$ cat config.mk
export PLATFORM = sky130hd
export DESIGN_NAME = jtcontra_snd_cmd
export DESIGN_NICKNAME = d
export VERILOG_FILES = /design/src/rtl/jtcontra_snd_pkg.sv /design/src/rtl/jtcontra_snd_fifo.sv /design/src/rtl/jtcontra_snd_cmd.sv
export SDC_FILE = /design/constraint.sdc
export NUM_CORES = 1
export LEC_CHECK = 0
export ABC_AREA = 1
export CORE_UTILIZATION = 30
export CTS_BUF_LIST = sky130_fd_sc_hd__clkbuf_8
export CTS_CLUSTER_DIAMETER = 100
export DETAILED_ROUTE_END_ITERATION = 8
export DONT_BUFFER_PORTS = 1
export GPL_ROUTABILITY_DRIVEN = 0
export HOLD_SLACK_MARGIN = 0.05
export SLEW_MARGIN = 10
export SYNTH_ARGS = -nofsm -noshare
export SYNTH_HDL_FRONTEND = slang
export SYNTH_SLANG_ARGS = --single-unit
$ cat constraint.sdc
create_clock -name clk -period 1.45 [get_ports clk]
set_input_delay 0.3625 -clock clk [delete_from_list [all_inputs] [get_ports clk]]
set_output_delay 0.3625 -clock clk [all_outputs]
set_load 0.02 [all_outputs]
$ cat src/rtl/jtcontra_snd_pkg.sv
// Shared types and constants for the main-to-sound command channel.
package jtcontra_snd_pkg;

  localparam int CMD_W = 8;
  localparam logic [CMD_W-1:0] CMD_RST = 8'h00;

  typedef enum logic [1:0] {
    IDLE = 2'd0,
    PEND = 2'd1,
    SERV = 2'd2
  } state_t;

endpackage

$ cat src/rtl/jtcontra_snd_fifo.sv
// Circular command buffer used when JTCONTRA_SNDCMD_FIFO_EN is defined.
// The caller only asserts push when space exists or a pop happens in the same cycle.
module jtcontra_snd_fifo
  import jtcontra_snd_pkg::*;
#(
  parameter int AW = 2
) (
  input  logic             clk,
  input  logic             rstn,
  input  logic             push,
  input  logic             pop,
  input  logic [CMD_W-1:0] din,
  output logic [CMD_W-1:0] dout,
  output logic             full,
  output logic             empty,
  output logic [AW:0]      count
);

  localparam int DEPTH = 1 << AW;

  logic [CMD_W-1:0] r_mem [DEPTH];
  logic [AW-1:0]    r_wptr;
  logic [AW-1:0]    r_rptr;
  logic [AW:0]      r_cnt;

  // When full, a push paired with a pop lands in the slot being vacated.
  always_ff @(posedge clk or negedge rstn) begin
    if (!rstn) begin
      for (int i = 0; i < DEPTH; i++) r_mem[i] <= CMD_RST;
      r_wptr <= '0;
      r_rptr <= '0;
      r_cnt  <= '0;
    end else begin
      if (push) begin
        r_mem[r_wptr] <= din;
        r_wptr        <= r_wptr + AW'(1);
      end
      if (pop) r_rptr <= r_rptr + AW'(1);
      r_cnt <= r_cnt + {{AW{1'b0}}, push} - {{AW{1'b0}}, pop};
    end
  end

  assign dout  = r_mem[r_rptr];
  assign full  = (r_cnt == DEPTH[AW:0]);
  assign empty = (r_cnt == '0);
  assign count = r_cnt;

endmodule

$ cat src/rtl/jtcontra_snd_cmd.sv
// Sound-CPU side of the main-to-sound command latch with IRQ handshake.
// Define JTCONTRA_SNDCMD_FIFO_EN to queue commands instead of overwriting them.
module jtcontra_snd_cmd
  import jtcontra_snd_pkg::*;
#(
  parameter int FIFO_AW    = 2,
  parameter bit OVR_STICKY = 1'b1
) (
  input  logic             clk,
  input  logic             rstn,
  input  logic             main_irq,
  input  logic [CMD_W-1:0] main_latch,
  input  logic             snd_cen,
  input  logic             latch_cs,
  input  logic             snd_rnw,
  input  logic             irq_ack,
  input  logic             ovr_clr,
  output logic             snd_irqn,
  output logic [CMD_W-1:0] cmd_dout,
  output logic             overrun,
  output logic [FIFO_AW:0] pending
);

  state_t           r_st, w_st_nxt;
  logic             r_irq_l;
  logic             r_ovr;
  logic             w_cap, w_rd, w_ack, w_pop, w_lost;
  logic [FIFO_AW:0] w_cnt, w_cnt_nxt;

  assign w_cap = main_irq & ~r_irq_l;
  assign w_rd  = latch_cs & snd_rnw & snd_cen;
  assign w_ack = irq_ack & snd_cen;

  always_ff @(posedge clk or negedge rstn) begin
    if (!rstn) r_irq_l <= 1'b0;
    else       r_irq_l <= main_irq;
  end

`ifdef JTCONTRA_SNDCMD_FIFO_EN
  logic w_push, w_full, w_empty;

  assign w_pop     = w_rd & ~w_empty;
  assign w_push    = w_cap & (~w_full | w_pop);
  assign w_lost    = w_cap & ~w_push;
  assign w_cnt_nxt = w_cnt + {{FIFO_AW{1'b0}}, w_push} - {{FIFO_AW{1'b0}}, w_pop};

  jtcontra_snd_fifo #(.AW(FIFO_AW)) u_fifo (
    .clk   (clk),
    .rstn  (rstn),
    .push  (w_push),
    .pop   (w_pop),
    .din   (main_latch),
    .dout  (cmd_dout),
    .full  (w_full),
    .empty (w_empty),
    .count (w_cnt)
  );
`else
  logic             r_pend;
  logic [CMD_W-1:0] r_cmd;

  // A fresh capture always wins the holding register, even during a read.
  assign w_pop     = w_rd & r_pend;
  assign w_lost    = w_cap & r_pend & ~w_pop;
  assign w_cnt     = {{FIFO_AW{1'b0}}, r_pend};
  assign w_cnt_nxt = {{FIFO_AW{1'b0}}, w_cap | (r_pend & ~w_pop)};

  always_ff @(posedge clk or negedge rstn) begin
    if (!rstn) begin
      r_pend <= 1'b0;
      r_cmd  <= CMD_RST;
    end else begin
      r_pend <= w_cap | (r_pend & ~w_pop);
      if (w_cap) r_cmd <= main_latch;
    end
  end

  assign cmd_dout = r_cmd;
`endif

  // Set has priority over both clear sources.
  always_ff @(posedge clk or negedge rstn) begin
    if (!rstn)
      r_ovr <= 1'b0;
    else if (w_lost)
      r_ovr <= 1'b1;
    else if ((ovr_clr & snd_cen) | (~OVR_STICKY & w_pop))
      r_ovr <= 1'b0;
  end

  always_ff @(posedge clk or negedge rstn) begin
    if (!rstn) r_st <= IDLE;
    else       r_st <= w_st_nxt;
  end

  // A read outranks a same-cycle acknowledge.
  always_comb begin
    w_st_nxt = r_st;
    snd_irqn = 1'b1;
    if (w_cap)
      w_st_nxt = PEND;
    else if (w_pop)
      w_st_nxt = (w_cnt_nxt == '0) ? IDLE : PEND;
    else if (r_st == PEND && w_ack)
      w_st_nxt = SERV;
    if (r_st == PEND) snd_irqn = 1'b0;
  end

  assign overrun = r_ovr;
  assign pending = w_cnt;

endmodule

==> impl_metrics.tcl <==
set metrics [dict create \
    combPwrFrac_pct 10.4 \
    power_switching_w 0.000259 \
    path_buf_inv 2 \
    drt_first_pass_iters 3 \
    netlist.area_leader.share_pct 59.2 \
    yosys.area.top_type "dfrtp_1" \
    post-place-ws_ns 0.444 \
    synth_commonest_cells "nand2_1, dfrtp_1, inv_1" \
    via_per_inst 4.06 \
    min_period_ns 1.25 \
    die_w_um 44.8 \
    syn2layout_area_growth_pct 10.3 \
    slew_viol_final 0 \
    post-place-cells 85 \
    cp_data_required_time_ns 1.09 \
    cellPowerDensity_nw_per_um2 1460 \
    setup.worst_path.start_class "register" \
    cts_buffers 3 \
    cts.sinks 13 \
    power.leakage_nw 0.330 \
    status "completed" \
    syn_inst 63 \
    tns_ns 0 \
    dr.first_iter.drc_count 6 \
    synth_cell_types 14 \
    synth_most_common_cell "nand2_1" \
    fin_skew_ns 0.000844 \
    yosys_warnings 0 \
    cpPeakStageDelay_ns 0.36 \
    die_area_um2 2010 \
    row_count 15 \
    rsz0062_at_grt "no" \
    cts_resized 0 \
    final_util_pct 35.1 \
    power_frac_seq_pct 55.3 \
    hold_path.class "in -> reg" \
    die_y_um 44.8 \
    slew-limit-headroom_pct 60.4 \
    seq_area_frac_synth_pct 59.2 \
    clkTransAtPathRegs_ns 0.05 \
    grt_use_total_pct 9.65 \
    final_cells 90 \
    endpoint_kind "primary output" \
    cts-root-buf "clkbuf_8" \
    finalHoldWorstSlack_ns 0.152 \
    coreArea_um2 1730 \
    antennaDiodeCount 0 \
    gr-total-overflow 0 \
    grt_pass1_vias 284 \
    synth-main-ff-cell "dfrtp_1" \
    maxCapViolations 0 \
    internal_power_w 0.000626 \
    max_freq_ghz 0.798 \
    final.setup.worst_slack_ns 0.196 \
    htreeDepth 1 \
    initial_core_util_pct 31.8 \
    synth_edf_count 0 \
    detail-route-antenna-nets 0 \
    wl_um 923 \
    ys_seq_elements 13 \
    nets 82 \
    path_class "reg -> out" \
    ys_top_cells_by_area "dfrtp_1, nand2_1, buf_4" \
    routedWlPerCell_um 10.3 \
    clock_path_buffers 2 \
    setup_viol 0 \
    portBuffers 0 \
    cp_max_fo 3 \
    vias 365 \
    ir_drop_mv 0.713 \
    path_delay_family "flip-flops" \
    netlist_area_um2 549 \
    switching_share_pct 29.3 \
    tightest_slew_ns 0.592 \
    insertion_delay_ns 0.23 \
    fill_cells 200 \
    cts_tree "built" \
    synth.avg_cell_area_um2 8.72 \
    hold_violations 0 \
    grt_start_max_net_pins 14 \
    io_pins 29 \
    drive_gt1_share_pct 9.23 \
    antenna_found_initial 0 \
    drcViolationCount 0 \
    synth_async_sr_flop_share_pct 100 \
    hpwl_um 695 \
    period_share_pct 86.5 \
    path_cells "inv_1 -> nor2_1 -> inv_1" \
    clockPowerShare_pct 34.3 \
    crit_top_cell "inv_1" \
    cpMaxStageDelayCell "dfrtp_1" \
    grt_pass1_wl_mm 1.33 \
    cp.arrival_ns 0.89 \
]
[through the flow]
step	total power, W	cell area (um2)
final	0.000885	606
after global routing	0.000931	606
after CTS	0.000900	606
after detailed placement	0.000581	551
after global placement	0.000578	551
after floorplan	0.000572	553
[logic make-up after synthesis]
logic type	Yosys count	synth area share [%]
compound gates	2	1.82
other cells	1	0.683
buf+inv	9	9.57
flops	13	59.2
simple gates	38	28.7
[state kept, by name, indices dropped and copies added (netlist names)]
register	flops
r_irq_l	1
cmd_dout	8
overrun	1
r_st	2
r_pend	1
[cells in the final DEF (no fill, tap or decap)]
| cell type | netlist | final |
|---|---|---|
| inv_2 | 1 | 1 |
| conb_1 | 1 | 2 |
| dfrtp_1 | 13 | 13 |
| nand4_1 | 1 | 1 |
| o21ai_0 | 1 | 1 |
| nand3_1 | 2 | 2 |
| a21oi_1 | 1 | 1 |
| nand2_1 | 31 | 31 |
| nor2_4 | 1 | 1 |
| dlygate4sd3_1 | 0 | 1 |
| nand2_2 | 1 | 1 |
| clkbuf_8 | 0 | 3 |
| inv_1 | 4 | 5 |
| nor2_1 | 2 | 2 |
[layer usage]
metal / global-route usage [%] / part of all wire (%) / vias up
li1: - / - / 187
met5: 0 / 0 / -
met1: 12.5 / 48 / 154
met2: 13.5 / 41 / 24
met3: 5.20 / 10 / 0
met4: 3.64 / 0 / 0
[cell type report]
cell class	instances	area (um2)	area share, %
clock buffer	3	41.3	6.82
clock inverter	1	3.75	0.620
inverter	5	18.8	3.10
multi-input combinational	42	175	28.9
sequential	13	325	53.7
tap	25	31.3	5.17
timing repair buffer	1	10.0	1.65
[what timing repair did]
| item | 4_1_cts | 5_1_grt |
|---|---|---|
| hold buffers | 1 | 0 |
| hold endpoints to repair | 13 | 0 |
| setup buffers | 0 | 0 |
[final timing paths]
| kind | start | depth (start not counted) | end | slack, ns |
|---|---|---|---|---|
| worst max-delay path | r_st[0] | 3 | snd_irqn | 0.20 |
| worst max register to register | r_irq_l | 3 | overrun | 0.44 |
| worst min register to register | r_st[1] | 2 | r_st[1] | 0.50 |
| worst min-delay path | main_irq | 0 | r_irq_l | 0.15 |
| max in group asynchronous | rstn | 1 | overrun | 0.50 |
| min in group asynchronous | rstn | 1 | cmd_dout[0] | 0.57 |
[worst reg2reg max path, stage by stage (launching register included)]
cell and delay (ns):
dfrtp_1 0.39, nor2_4 0.22, inv_2 0.15, o21ai_0 0.17
[power groups by stage]
stage / sequential [W] / clock, W / combinational, W
floorplan: 0.000482 / 0 / 0.0000901
global placement: 0.000495 / 0 / 0.0000824
detailed placement: 0.000496 / 0 / 0.0000852
CTS: 0.000490 / 0.000316 / 0.0000936
global route: 0.000494 / 0.000332 / 0.000105
finish: 0.000490 / 0.000304 / 0.0000918
No activity file was read; power rests on OpenSTA's default activity.
